$ cat src/rtl/serial_subtractor.sv
// Bit-serial subtractor: one result bit per clock, LSB first.
// Result and final borrow are published only when the last bit is done.
module serial_subtractor #(
    parameter int WIDTH = 8
) (
    input  logic             clk,
    input  logic             rst_n,
    input  logic             start,
    input  logic [WIDTH-1:0] a,
    input  logic [WIDTH-1:0] b,
    output logic [WIDTH-1:0] diff,
    output logic             bout,
    output logic             busy,
    output logic             done
);

    localparam int CW = (WIDTH > 1) ? $clog2(WIDTH) : 1;

    typedef enum logic [1:0] {
        IDLE,
        RUN,
        DONE
    } state_t;

    state_t           state_q, state_d;
    logic [WIDTH-1:0] a_q, a_d;
    logic [WIDTH-1:0] b_q, b_d;
    logic [WIDTH-1:0] res_q, res_d;
    logic [WIDTH-1:0] diff_q, diff_d;
    logic             br_q, br_d;
    logic             bout_q, bout_d;
    logic [CW-1:0]    cnt_q, cnt_d;
    logic             d_bit;
    logic             br_nxt;

    // Full-subtractor cell on the current operand LSBs
    always_comb begin
        d_bit  = a_q[0] ^ b_q[0] ^ br_q;
        br_nxt = (~a_q[0] & b_q[0]) | (~(a_q[0] ^ b_q[0]) & br_q);
    end

    // Next-state and datapath control
    always_comb begin
        state_d = state_q;
        a_d     = a_q;
        b_d     = b_q;
        res_d   = res_q;
        diff_d  = diff_q;
        br_d    = br_q;
        bout_d  = bout_q;
        cnt_d   = cnt_q;
        unique case (state_q)
            IDLE: begin
                if (start) begin
                    a_d     = a;
                    b_d     = b;
                    res_d   = '0;
                    br_d    = 1'b0;
                    cnt_d   = '0;
                    state_d = RUN;
                end
            end
            RUN: begin
                a_d   = a_q >> 1;
                b_d   = b_q >> 1;
                res_d = {d_bit, res_q[WIDTH-1:1]};
                br_d  = br_nxt;
                cnt_d = cnt_q + CW'(1);
                if (cnt_q == CW'(WIDTH - 1)) begin
                    diff_d  = {d_bit, res_q[WIDTH-1:1]};
                    bout_d  = br_nxt;
                    cnt_d   = '0;
                    state_d = DONE;
                end
            end
            DONE: begin
                state_d = IDLE;
            end
            default: begin
                state_d = IDLE;
            end
        endcase
    end

    // State and datapath registers, cleared asynchronously
    always_ff @(posedge clk or negedge rst_n) begin
        if (!rst_n) begin
            state_q <= IDLE;
            a_q     <= '0;
            b_q     <= '0;
            res_q   <= '0;
            diff_q  <= '0;
            br_q    <= 1'b0;
            bout_q  <= 1'b0;
            cnt_q   <= '0;
        end else begin
            state_q <= state_d;
            a_q     <= a_d;
            b_q     <= b_d;
            res_q   <= res_d;
            diff_q  <= diff_d;
            br_q    <= br_d;
            bout_q  <= bout_d;
            cnt_q   <= cnt_d;
        end
    end

    assign diff = diff_q;
    assign bout = bout_q;
    assign busy = (state_q == RUN);
    assign done = (state_q == DONE);

endmodule

$ cat config.mk
export PLATFORM = sky130hd
export DESIGN_NAME = serial_subtractor
export DESIGN_NICKNAME = d
export VERILOG_FILES = /design/src/rtl/serial_subtractor.sv
export SDC_FILE = /design/constraint.sdc
export NUM_CORES = 1
export LEC_CHECK = 0
export ABC_AREA = 1
export BUFFER_PORTS_ARGS = -buffer_cell sky130_fd_sc_hd__buf_2
export CORE_ASPECT_RATIO = 0.6
export CORE_MARGIN = 5
export CORE_UTILIZATION = 55
export CTS_CLUSTER_DIAMETER = 150
export DETAILED_ROUTE_END_ITERATION = 8
export PLACE_DENSITY = 0.78
export RECOVER_POWER = 100
export SETUP_SLACK_MARGIN = 0.5
export SLEW_MARGIN = 40
export SYNTH_ARGS = -nofsm -noshare
export SYNTH_HDL_FRONTEND = slang
export SYNTH_SLANG_ARGS = --single-unit
$ cat constraint.sdc
create_clock -name clk -period 1.7 [get_ports clk]
set_input_delay 0.17 -clock clk [delete_from_list [all_inputs] [get_ports clk]]
set_output_delay 0.17 -clock clk [all_outputs]
set_load 0.02 [all_outputs]
* Yosys cells after proc, flatten, opt, wreduce, memory -nomap -nowiden
Cells that the tools add are included.
Storage, ports and cells: flip-flop bits (word level) 39, latch bits 0, RAM bits 0, ROM bits 0, bits of input ports 19, output and inout bits 11, logic and storage cells 40, memories kept 0
Operators by class: $add $sub $neg 1, multipliers 0, div/mod/pow operators 0, $lt $le $gt $ge 0, eq/ne operators 5, shift-type cells 0, multiplexer cells 14, bitwise gates (word level) 7, reduce and logical (&&, ||, !) cells 5
Operators with widths (number):
- $pmux 8 s2 | 3
- $mux 8 | 3
- $mux 3 | 2
- $pmux 3 s2 | 1
- $reduce_and 2->1 | 3
- $mux 2 | 2
- $pmux 2 s2 | 1
- $add 3x1->3 const B | 1
- $eq 3x3->1 const B | 1
- $and 1x1->1 | 2
- $eq 2x1->1 const B | 1
- $eq 2x2->1 const B | 1
- $logic_not 2->1 | 1
- $ne 2x1->1 const B | 1
- $ne 2x2->1 const B | 1
- $not 1->1 | 2
- $pmux 1 s2 | 1
- $reduce_bool 2->1 | 1
- $xor 1x1->1 | 2
- $mux 1 | 1
- $or 1x1->1 | 1

* Longest topological paths before layout
word-level depth 5, mapped depth 6, gate-level depth less buffers 5

* Worst setup path before layout
No wires, ideal clock.
path type register to register, start register cnt_q[0], end register diff_q[3] (netlist: diff[3]), setup time 126 ps, arrival time 1083 ps, setup slack 491 ps, stages on the path, launching flop included 6, period minus slack after synthesis 1209 ps, path through dfrtp_1 ha_1 ha_1 nand2_2 buf_6 o21ai_0
On the way: word-level cells in the longest chain between the ends 2
Ends and longest elaborated chain:
- start, declared | line 32 | logic [CW-1:0] cnt_q, cnt_d;
- start signal, assigned | line 104 | cnt_q <= cnt_d;
- $eq 3x3->1 | line 69 | if (cnt_q == CW'(WIDTH - 1)) begin
- $reduce_and 2->1 (no source line)
- end signal, assigned | line 101 | diff_q <= diff_d;
- end, declared | line 29 | logic [WIDTH-1:0] diff_q, diff_d;
No other way between the ends. A chain may end at the register's enable or synchronous reset.

* Worst setup path in the final report
start register state_q[1], end register b_q[1]
On the way: word-level cells in the longest chain between the ends 3, elaborated cells between the ends (all ways) 6, classes of those cells eq/ne (2); mux (1); reduce/logical (3)
Ends and longest elaborated chain:
- start, declared | line 25 | state_t state_q, state_d;
- start signal, assigned | line 97 | state_q <= state_d;
- $eq 2x1->1 or $logic_not 2->1 (tied branches) | line 52 | unique case (state_q)
- $reduce_bool 2->1 (no source line) or $ne 2x2->1 (tied branches)
- $reduce_and 2->1 (no source line)
- end signal, assigned | line 90 | b_q <= '0;
- end signal, assigned | line 99 | b_q <= b_d;
- end, declared | line 27 | logic [WIDTH-1:0] b_q, b_d;
Several ways; a longest one is shown, not always the timed one.

==> qor.yml <==
logic_synthesis:
  yosysTopAreaCellShare: 0.5132
  syn_area_mm2: 0.001853
  syn_avg_cell_area_um2: 8.539
  synth-simple-area-share: 0.2539
  synthTopCellsByArea: "dfrtp_1 51%, nand2_1 14%, inv_1 8.3%"
  ys_seq_elements: 38
  synth_top_family_by_area: "simple AND/OR/NAND/NOR gates"
  yosys_warnings: 0
  synthMuxAreaShare: 0
  synth_compound_area_frac: 0.07765
  synthAdderAreaFrac: 0.02431
  synthXorXnorAreaFrac: 0
  synth_nets: 239
  postSynthCellCount: 217
  synth_top_area_cell: "dfrtp_1"
  ys_seq_area_frac: 0.5132
  ys_types: 18
power_and_ir_drop:
  p_int_w: 0.002716
  combPwrFrac: 0.540
  p_leak_nw: 1.377
  power_frac_seq: 0.324
  ir_worst_vdd_uv: 1178
  p_sw_w: 0.002235
  power_frac_clock: 0.136
  powerDensity_mw_per_mm2: 1938
  swShare: 0.4515
routing:
  antenna_left: 0
  routed_wirelength_um: 5872
  drc_errors: 0
  dr.pass1.iters: 4
  via_count: 1745
  via_per_inst: 5.436
  drt_iter0_markers: 263
  post_drt_wl_per_cell_um: 18.29
cts:
  clockRootBuffer: "clkbuf_8"
  clockBufferDepth: 2
  htreeDepth: 2
  clock_sinks: 38
  clkLatencyLatePin_ns: 0.30
  clk_pin_slew_worst_paths_ns: 0.08
  cts_tree: "yes"
  cts_buffers: 5
timing:
  tightestPinTransition_ns: 0.9212
  finalCriticalPeriod_ns: 1.508
  final-setup-viol-count: 0
  fmax_mhz: 663.1
  hold_violations: 0
  finalCritPeriodShare: 0.8871
  drv_slew: 0
  slew_headroom: 0.3858
  finalSetupTns_ns: 0
  rsz0062_at_grt: "yes"
  worst_clock_skew_ns: 0.003442
status:
  status: "finished clean"
placed_design:
  routabilityCongestion: 0.8174
  portBuffers: 29
  placed_area_mm2: 0.002004
  dp.cells: 286
  dp_hpwl_um: 2467
cells_and_area:
  drive_gt1_frac: 0.3623
  antenna_cells: 0
  fin_cells: 321
  multi_input_area_um2: 884.6
  syn_to_final_growth_pct: 37.88
  seqCellArea_um2: 950.9
  fillerInstances: 210
  final_area_mm2: 0.002555
  layout.nets: 297
setup_path:
  cp.arrival_ns: 1.69
  crit_buf_inv: 2
  worst_setup_path_end_kind: "flop"
  crit_family: "simple AND/OR/NAND/NOR gates"
  critPathRequiredTime_ns: 1.89
  cpMaxStageDelayCell: "dfrtp_1"
  worst-path-max-fanout: 12
  startpoint_type: "flop"
  cp_slowest_stage_delay_ns: 0.39
  path_cells: "clkinvlp_2, clkbuf_2, nand2_4, nand2_8, nand3_1, nand2_1"
  worstSetupPathType: "reg2reg"
floorplanning:
  die_w_um: 84.94
  pin_count: 30
  rows: 16
  initial_core_util: 0.5714
  dieArea_mm2: 0.004668
  fp.dieH_um: 54.96
  core-area_mm2: 0.003243
global_routing:
  antenna_found_initial: 0
  grt_pass1_wl_um: 6851
  grt-ovfl-total: 0
  grt_max_degree: 39
  grt_pass1_vias: 1511
  grt.total_usage: 0.1968
job:
  max-cap-violations: 0
min_path:
  hold_class: "in2reg"
==> path summary, 6_finish.rpt <==
check / from / to / slack, ns / depth (start not counted)
min in group asynchronous: rst_n / cnt_q[1] / 0.61 / 3
worst min-delay path: a[7] / a_q[7] / 0.08 / 3
max in group asynchronous: rst_n / diff[5] / 0.53 / 3
worst max register to register: state_q[1] / b_q[1] / 0.19 / 6
worst max-delay path: state_q[1] / b_q[1] / 0.19 / 6
worst min register to register: res_q[4] / res_q[3] / 0.48 / 2
==> Yosys cell counts <==
cell type,count
nand2_1,67
inv_1,41
dfrtp_1,38
nand3_1,25
o21ai_0,14
buf_6,6
o21ai_2,6
nand3_2,4
buf_2,3
ha_1,2
nand2_2,2
nand2_4,2
nor2_1,2
a21oi_1,1
fa_1,1
inv_4,1
nor2_4,1
o21ai_4,1
==> area by class of cell <==
cell class | count | share of cell area
repair buffers | 54 | 0.1601
clock inverters | 2 | 0.004897
clock buffers | 6 | 0.03232
flip-flops and latches | 38 | 0.3722
multi-input cells | 134 | 0.3462
inverters | 42 | 0.06219
well taps | 45 | 0.02204
==> power by group through the flow <==
stage          logic (W)  registers [W]  clock network (W)
2_1_floorplan    0.00122        0.00159                  0
3_3_place_gp     0.00159        0.00152                  0
3_5_place_dp     0.00164        0.00153                  0
4_1_cts          0.00200        0.00152           0.000669
5_1_grt          0.00290        0.00165           0.000720
6_report         0.00267        0.00160           0.000675
==> worst min-delay path: stages <==
cell and delay [ns]:
buf_2 0.08, nand2_1 0.04, o21ai_0 0.06
==> state kept, by name, indices dropped and copies added, names as in the netlist <==
| signal | count |
|---|---|
| a_q | 8 |
| res_q | 7 |
| diff | 8 |
| cnt_q | 3 |
| bout | 1 |
| br_q | 1 |
| b_q | 8 |
| state_q | 2 |
==> metal layers <==
metal  track usage  vias to the layer above  wire length (um)
li1              -                      784                 -
met3       0.05621                       31               463
met1        0.2676                      829              2373
met2        0.2909                      101              2713
met4        0.1053                        0               321
met5             0                        -                 0
==> stage by stage <==
stage	hold WS (ns)	power, W	setup WS, ns	util
3_3_place_gp	0.2424	0.003106	0.4357	0.6181
3_5_place_dp	0.2420	0.003168	0.4102	0.6181
5_1_grt	0.1140	0.005270	0.1647	0.7878
4_1_cts	0.06696	0.004190	0.3953	0.7114
2_1_floorplan	-0.1256	0.002813	0.5262	-
6_report	0.08156	0.004951	0.1920	0.7878
==> cell usage in the layout, fill, tap and decap left out, types with 2 or more instances in the layout <==
cell type and n:
o21ai_1 6, buf_2 18, buf_12 3, buf_6 7, nor2_4 2, nand2_1 46
nand3_2 4, dfrtp_1 38, o21ai_0 5, nand3_1 25, clkbuf_2 2, nand2_8 5
nand2_2 15, clkbuf_1 10, o21ai_2 9, inv_1 41, nand2_4 11, clkbuf_8 6
buf_4 11
==> cell families (layout without fill, tap and decap cells) <==
logic type      after synthesis  after routing
simple gates                103            109
buf+inv                      51            104
flops                        38             38
compound gates               22             22
fa+ha+maj                     3              3
==> what timing repair did <==
item | 4_1_cts | 5_1_grt
setup endpoints to repair | 38 | 39
pin swaps | 4 | 14
gates cloned | 1 | 6
hold buffers | 1 | 0
setup buffers | 10 | 9
resized for setup | 19 | 52
endpoints found under the hold margin | 38 | 0
Note: power is estimated with default switching activity, not from simulation.
